==> src/rtl/branch_target_table_if.sv <==
// Lookup, table-update and statistics signals of the branch target table.
// The master drives requests and updates; the slave is the table itself.
interface branch_target_table_if #(
   parameter int unsigned PC_W   = 12,
   parameter int unsigned KEY_W  = 5,
   parameter int unsigned PROG_W = 2,
   parameter int unsigned CNT_W  = 16
);
   logic              lookup_en;
   logic [PROG_W-1:0] program_num;
   logic [KEY_W-1:0]  key;
   logic [PC_W-1:0]   branch_pos;
   logic              branch_valid;
   logic              branch_hit;
   logic              wr_en;
   logic [PROG_W-1:0] wr_prog;
   logic [KEY_W-1:0]  wr_key;
   logic [PC_W-1:0]   wr_pos;
   logic              clr_en;
   logic [PROG_W-1:0] clr_prog;
   logic              stat_clr;
   logic [CNT_W-1:0]  hit_cnt;
   logic [CNT_W-1:0]  miss_cnt;

   modport master (
      output lookup_en, program_num, key,
      output wr_en, wr_prog, wr_key, wr_pos,
      output clr_en, clr_prog, stat_clr,
      input  branch_pos, branch_valid, branch_hit, hit_cnt, miss_cnt
   );

   modport slave (
      input  lookup_en, program_num, key,
      input  wr_en, wr_prog, wr_key, wr_pos,
      input  clr_en, clr_prog, stat_clr,
      output branch_pos, branch_valid, branch_hit, hit_cnt, miss_cnt
   );
endinterface

==> src/rtl/branch_target_table.sv <==
// Loadable multi-bank branch target table with registered lookup, same-cycle
// write bypass, whole-bank clear and saturating hit/miss counters.
module branch_target_table #(
   parameter int unsigned     PC_W        = 12,
   parameter int unsigned     KEY_W       = 5,
   parameter int unsigned     NUM_PROG    = 4,
   parameter logic [PC_W-1:0] DEFAULT_POS = '0,
   parameter int unsigned     CNT_W       = 16
) (
   input logic                   clk,
   input logic                   rst_n,
   branch_target_table_if.slave  bus
);
   localparam int unsigned NUM_KEYS = 2 ** KEY_W;
   localparam int unsigned PROG_W   = (NUM_PROG > 1) ? $clog2(NUM_PROG) : 1;
   localparam int unsigned NUM_ENT  = NUM_PROG * NUM_KEYS;
   localparam int unsigned IDX_W    = $clog2(NUM_ENT);
   localparam logic [CNT_W-1:0] CNT_MAX = '1;

   function automatic logic [IDX_W-1:0] ent_idx(input logic [PROG_W-1:0] prog,
                                                input logic [KEY_W-1:0]  k);
      return IDX_W'(32'(prog) * NUM_KEYS + 32'(k));
   endfunction

   logic [PC_W-1:0]    mem [NUM_ENT];
   logic [NUM_ENT-1:0] valid_q, valid_d;
   logic               wr_rng_c, clr_rng_c, lk_rng_c;
   logic               clr_ok_c, wr_ok_c, lk_ok_c, wr_match_c, lk_hit_c;
   logic [IDX_W-1:0]   wr_idx_c, lk_idx_c;
   logic [PC_W-1:0]    lk_pos_c;
   logic [PC_W-1:0]    branch_pos_q;
   logic               branch_valid_q, branch_hit_q;
   logic [CNT_W-1:0]   hit_cnt_q, miss_cnt_q;

   // Bank-number range checks only exist when NUM_PROG leaves unused codes
   generate
      if (NUM_PROG == 2 ** PROG_W) begin : g_full_range
         assign wr_rng_c  = 1'b1;
         assign clr_rng_c = 1'b1;
         assign lk_rng_c  = 1'b1;
      end else begin : g_part_range
         assign wr_rng_c  = 32'(bus.wr_prog) < NUM_PROG;
         assign clr_rng_c = 32'(bus.clr_prog) < NUM_PROG;
         assign lk_rng_c  = 32'(bus.program_num) < NUM_PROG;
      end
   endgenerate

   // Resolve this cycle's update and evaluate the lookup against its result
   always_comb begin
      clr_ok_c   = bus.clr_en && clr_rng_c;
      wr_ok_c    = bus.wr_en && wr_rng_c && !(clr_ok_c && (bus.clr_prog == bus.wr_prog));
      lk_ok_c    = lk_rng_c && !(clr_ok_c && (bus.clr_prog == bus.program_num));
      wr_idx_c   = ent_idx(bus.wr_prog, bus.wr_key);
      lk_idx_c   = ent_idx(bus.program_num, bus.key);
      wr_match_c = wr_ok_c && (wr_idx_c == lk_idx_c);
      lk_hit_c   = lk_ok_c && (wr_match_c || valid_q[lk_idx_c]);
      lk_pos_c   = wr_match_c ? bus.wr_pos : mem[lk_idx_c];
   end

   always_comb begin
      valid_d = valid_q;
      if (clr_ok_c) begin
         for (int k = 0; k < NUM_KEYS; k++) begin
            valid_d[ent_idx(bus.clr_prog, KEY_W'(k))] = 1'b0;
         end
      end
      if (wr_ok_c) valid_d[wr_idx_c] = 1'b1;
   end

   // Target storage carries no reset; the valid bits decide what is visible
   always_ff @(posedge clk) begin
      if (wr_ok_c) mem[wr_idx_c] <= bus.wr_pos;
   end

   always_ff @(posedge clk or negedge rst_n) begin
      if (!rst_n) begin
         valid_q        <= '0;
         branch_pos_q   <= DEFAULT_POS;
         branch_valid_q <= 1'b0;
         branch_hit_q   <= 1'b0;
         hit_cnt_q      <= '0;
         miss_cnt_q     <= '0;
      end else begin
         valid_q        <= valid_d;
         branch_valid_q <= bus.lookup_en;
         branch_hit_q   <= bus.lookup_en && lk_hit_c;
         branch_pos_q   <= (bus.lookup_en && lk_hit_c) ? lk_pos_c : DEFAULT_POS;
         if (bus.stat_clr) begin
            hit_cnt_q  <= '0;
            miss_cnt_q <= '0;
         end else if (bus.lookup_en) begin
            if (lk_hit_c) begin
               if (hit_cnt_q != CNT_MAX) hit_cnt_q <= hit_cnt_q + CNT_W'(1);
            end else begin
               if (miss_cnt_q != CNT_MAX) miss_cnt_q <= miss_cnt_q + CNT_W'(1);
            end
         end
      end
   end

   assign bus.branch_pos   = branch_pos_q;
   assign bus.branch_valid = branch_valid_q;
   assign bus.branch_hit   = branch_hit_q;
   assign bus.hit_cnt      = hit_cnt_q;
   assign bus.miss_cnt     = miss_cnt_q;
endmodule

==> src/flat_wrapper.sv <==
// flat-port wrapper written by rule: the top's interface ports become plain ports
module branch_target_table_flat 
#(
   parameter int unsigned     PC_W        = 12,
   parameter int unsigned     KEY_W       = 5,
   parameter int unsigned     NUM_PROG    = 4,
   parameter logic [PC_W-1:0] DEFAULT_POS = '0,
   parameter int unsigned     CNT_W       = 16
)
  (clk, rst_n, bus_lookup_en, bus_program_num, bus_key, bus_wr_en, bus_wr_prog, bus_wr_key, bus_wr_pos, bus_clr_en, bus_clr_prog, bus_stat_clr, bus_branch_pos, bus_branch_valid, bus_branch_hit, bus_hit_cnt, bus_miss_cnt);
  branch_target_table_if #(.PC_W(PC_W), .KEY_W(KEY_W), .PROG_W((2)), .CNT_W(CNT_W)) bus_i ();
  input logic clk;
  input logic rst_n;
  input wire logic [$bits(bus_i.lookup_en)-1:0] bus_lookup_en;
  input wire logic [$bits(bus_i.program_num)-1:0] bus_program_num;
  input wire logic [$bits(bus_i.key)-1:0] bus_key;
  input wire logic [$bits(bus_i.wr_en)-1:0] bus_wr_en;
  input wire logic [$bits(bus_i.wr_prog)-1:0] bus_wr_prog;
  input wire logic [$bits(bus_i.wr_key)-1:0] bus_wr_key;
  input wire logic [$bits(bus_i.wr_pos)-1:0] bus_wr_pos;
  input wire logic [$bits(bus_i.clr_en)-1:0] bus_clr_en;
  input wire logic [$bits(bus_i.clr_prog)-1:0] bus_clr_prog;
  input wire logic [$bits(bus_i.stat_clr)-1:0] bus_stat_clr;
  output wire logic [$bits(bus_i.branch_pos)-1:0] bus_branch_pos;
  output wire logic [$bits(bus_i.branch_valid)-1:0] bus_branch_valid;
  output wire logic [$bits(bus_i.branch_hit)-1:0] bus_branch_hit;
  output wire logic [$bits(bus_i.hit_cnt)-1:0] bus_hit_cnt;
  output wire logic [$bits(bus_i.miss_cnt)-1:0] bus_miss_cnt;
  assign bus_i.lookup_en = bus_lookup_en;
  assign bus_i.program_num = bus_program_num;
  assign bus_i.key = bus_key;
  assign bus_i.wr_en = bus_wr_en;
  assign bus_i.wr_prog = bus_wr_prog;
  assign bus_i.wr_key = bus_wr_key;
  assign bus_i.wr_pos = bus_wr_pos;
  assign bus_i.clr_en = bus_clr_en;
  assign bus_i.clr_prog = bus_clr_prog;
  assign bus_i.stat_clr = bus_stat_clr;
  assign bus_branch_pos = bus_i.branch_pos;
  assign bus_branch_valid = bus_i.branch_valid;
  assign bus_branch_hit = bus_i.branch_hit;
  assign bus_hit_cnt = bus_i.hit_cnt;
  assign bus_miss_cnt = bus_i.miss_cnt;
  branch_target_table #(.PC_W(PC_W), .KEY_W(KEY_W), .NUM_PROG(NUM_PROG), .DEFAULT_POS(DEFAULT_POS), .CNT_W(CNT_W)) u_core (.clk(clk), .rst_n(rst_n), .bus(bus_i));
endmodule
==> config.mk <==
export PLATFORM = sky130hd
export DESIGN_NAME = branch_target_table_flat
export DESIGN_NICKNAME = d
export VERILOG_FILES = /design/src/rtl/branch_target_table_if.sv /design/src/rtl/branch_target_table.sv /design/src/flat_wrapper.sv
export SDC_FILE = /design/constraint.sdc
export NUM_CORES = 2
export LEC_CHECK = 0
export ABC_AREA = 1
export ABC_CLOCK_PERIOD_IN_PS = 4790
export CAP_MARGIN = 20
export CORE_ASPECT_RATIO = 1.75
export CORE_MARGIN = 10
export CORE_UTILIZATION = 53
export DETAILED_ROUTE_END_ITERATION = 8
export PLACE_DENSITY = 0.65
export SKIP_CTS_REPAIR_TIMING = 1
export SYNTH_ARGS = -nofsm -noshare
export SYNTH_HDL_FRONTEND = slang
export SYNTH_SLANG_ARGS = --single-unit
export TNS_END_PERCENT = 100
==> constraint.sdc <==
create_clock -name clk -period 4.79 [get_ports clk]
set_input_delay 0.479 -clock clk [delete_from_list [all_inputs] [get_ports clk]]
set_output_delay 0.479 -clock clk [all_outputs]
set_load 0.01 [all_outputs]
==> summary.txt <==
Run status
  – Status: completed

CTS
  – Clock transition at path regs: 0.06 ns
  – CTS Root Cell: clkbuf_16
  – TritonCTS buffer count: 149
  – CTS tree: yes
  – Htree depth: 4
  – Clock buffer depth: 3
  – Skew-Pair Late Insertion Delay: 0.79 ns
  – CTS Sinks: 1,710

Finish
  – Design area: 78,000 um2
  – Layout cells sized above 1: 7.29%
  – Area delta synth->final: 10.8%
  – Nets: 6,240

GRT
  – Vias in the first global route: 46,200
  – Met2 usage: 43.8%
  – Met1 Use GR: 31.7%
  – GR Util All Layers: 25.8%
  – Initial antenna violation count: 2
  – Largest net degree at the start of global routing: 174
  – GR peak layer: met2
  – Total grt overflow: 0
  – First-pass GRT wire length: 287,000 um
  – Met3 Use GR: 4.05%

Power and ir drop
  – PwrDens: 391 nW/um2
  – Leakage: 28.1 nW
  – VDD IR max: 0.331 mV

Yosys
  – Synthesized Nets: 6,236
  – Mapped cell area: 70,400 um2
  – Largest area contributor in the netlist: edfxtp_1
  – Post-synthesis instance total: 6,200
  – Netlist cell types: 39
  – Top FF cell, synth: edfxtp_1
  – Largest cells by area after synthesis: edfxtp_1, nand3_1, nand2_1
  – Seq/Total Area, Yosys: 71.7%
  – YS warnings: 0
  – Async S/R FF share, synth: 10.2%
  – Syn Area/Cell: 11.4 um2
  – Top-area cell type share of the netlist area: 65.5%
  – Number of synthesized flops with an enable pin: 1,536
  – Yosys reg bits: 1,710

Floorplan
  – Ports: 80
  – DIE HEIGHT: 502 um
  – Die area: 148,000 um2
  – Num rows: 176
  – Core box area: 132,000 um2
  – Initial core utilization: 53.5%
  – Die span in x: 295 um

Worst hold path
  – HP Class: in -> reg

Critical path
  – Crit. End Element: register
  – Critical Path RT: 5.19 ns
  – Critical Path AT: 4.29 ns
  – CP Launch Type: input port
  – Setup CP Type: in -> reg
  – Crit-path max FO: 18

STA
  – Setup Skew: 0.0213 ns
  – Final period utilization: 81.2%
  – Minimum period implied by the final worst setup slack: 3.89 ns
  – Least-Margin Pin Slew: 1.15 ns
  – Slew HR: 23.2%
  – Unrepaired setup endpoints after global routing: false
  – Max Fclk: 0.257 GHz
  – Final setup TNS: 0 ns
  – Post-route setup slack: 0.900 ns
  – Endpoints failing setup: 0
  – Fin. Hold Viols: 0
  – Max Slew Vio Count: 0

Flow run
  – Max Cap Viol: 0

Place
  – Routability-driven placement congestion ratio: 0.909
  – Area after DPL: 73,100 um2
  – Port bufs: 79
  – Pre-CTS WS: 0.217 ns
  – Post-DP HPWL: 111,000 um

Detailed routing
  – Number of DRC markers in iteration 0: 5,049
  – Routed vias: 47,500
  – Drt first pass iters: 6
  – Antenna viol nets, final: 0
  – Vias per cell: 5.92
  – Drt drc: 0
  – Routed wire length: 193,000 um
  – Post-DR wirelength/cell: 24.1 um
-- cell usage after synthesis, types with 8 or more instances --
| cell | count |
|---|---|
| nand2_1 | 1919 |
| xnor2_1 | 9 |
| clkbuf_1 | 118 |
| xor2_1 | 13 |
| nor3b_1 | 8 |
| buf_2 | 221 |
| nor3_1 | 8 |
| o21ai_1 | 15 |
| o21ai_0 | 130 |
| dfrtp_1 | 174 |
| buf_4 | 29 |
| buf_6 | 8 |
| nand3_1 | 1677 |
| nand4_1 | 9 |
| inv_1 | 41 |
| buf_1 | 53 |
| nor2_1 | 190 |
| edfxtp_1 | 1536 |
-- cells by family (layout without fill, tap and decap cells) --
kind of cell	count (synthesis)	after routing	share of synthesized area, %
other	0	1	0
DFF	1710	1710	71.7
AOI/OAI and AO/OA	162	162	1.19
buffers and inverters	478	599	3.19
adders and majority gates	2	2	0.0355
xor gates and xnor gates	22	22	0.274
and+or+nand+nor	3826	3826	23.6
-- through the flow --
stage | power (mW) | utilization [%] | hold slack [ns] | instances
detailed placement | 18.7 | 55.5 | 0.473 | 7741
global route | 31.3 | 59.2 | 0.182 | 8013
CTS | 30.6 | 59.2 | -0.233 | 8009
floorplan | 17.8 | - | 0.183 | 6200
finish | 30.5 | 59.2 | 0.207 | 8013
global placement | 18.7 | 55.5 | 0.466 | 7740
-- area by class of cell --
class | instances | area, um2
Clock buffer | 190 | 4020
Timing Repair Buffer | 282 | 2640
Antenna cell | 1 | 2.50
Inverter | 49 | 215
Tap cell | 1691 | 2120
Multi-Input combinational cell | 4012 | 17700
Sequential cell | 1710 | 50500
Clock inverter | 78 | 792
Fill cell | 10500 | 53700
-- critical path: stages --
cell and delay, ns:
clkdlybuf4s50_1 0.62, inv_2 0.11, o22ai_1 0.17, a21oi_1 0.08
a21boi_2 0.76, nand4_1 0.93, nor2_1 1.12
-- cell usage in the layout (no fill, tap or decap), types with 10 or more instances in the layout --
| master | instances |
|---|---|
| buf_4 | 188 |
| clkinv_2 | 21 |
| o21ai_0 | 130 |
| dfrtp_1 | 174 |
| bufinv_16 | 14 |
| inv_1 | 39 |
| nor2_1 | 190 |
| xor2_1 | 13 |
| nand2_1 | 1919 |
| clkbuf_8 | 10 |
| buf_12 | 26 |
| clkbuf_16 | 151 |
| o21ai_1 | 15 |
| clkinv_1 | 28 |
| edfxtp_1 | 1536 |
| clkbuf_1 | 30 |
| clkdlybuf4s50_1 | 61 |
| nand3_1 | 1670 |
-- final timing paths --
path | start | end | slack, ns | depth (start not counted)
hold reg to reg | u_core.valid_q[121] | u_core.valid_q[121] | 0.49 | 2
setup / recovery | bus_wr_prog[0] | u_core.mem[90][0] | 0.90 | 7
hold / removal | bus_wr_pos[8] | u_core.mem[106][8] | 0.21 | 1
min in group asynchronous | rst_n | u_core.bus.miss_cnt[10] | 0.32 | 2
setup reg to reg | u_core.bus.hit_cnt[0] | u_core.bus.hit_cnt[12] | 2.20 | 14
max in group asynchronous | rst_n | u_core.valid_q[88] | 3.43 | 3
-- state kept, by name, indices dropped and copies added (netlist names) --
signal,flops
u_core.bus.branch_valid,1
u_core.mem,1536
u_core.bus.branch_hit,1
u_core.bus.branch_pos,12
u_core.bus.hit_cnt,16
u_core.valid_q,128
u_core.bus.miss_cnt,16
-- per-layer routing --
metal | share of wire (%) | vias to the layer above
met3 | 7.1 | 390
met5 | 0 | -
met4 | 5.1 | 0
met2 | 50 | 2045
met1 | 37 | 23200
li1 | - | 21800
-- power breakdown --
group | switching, mW | total, mW | internal, mW
clock | 5.34 | 12.0 | 6.70
sequential | 0.0441 | 16.4 | 16.3
combinational | 1.55 | 2.04 | 0.489
total | 6.94 | 30.5 | 23.5
Power figures use the tool's default switching activity.
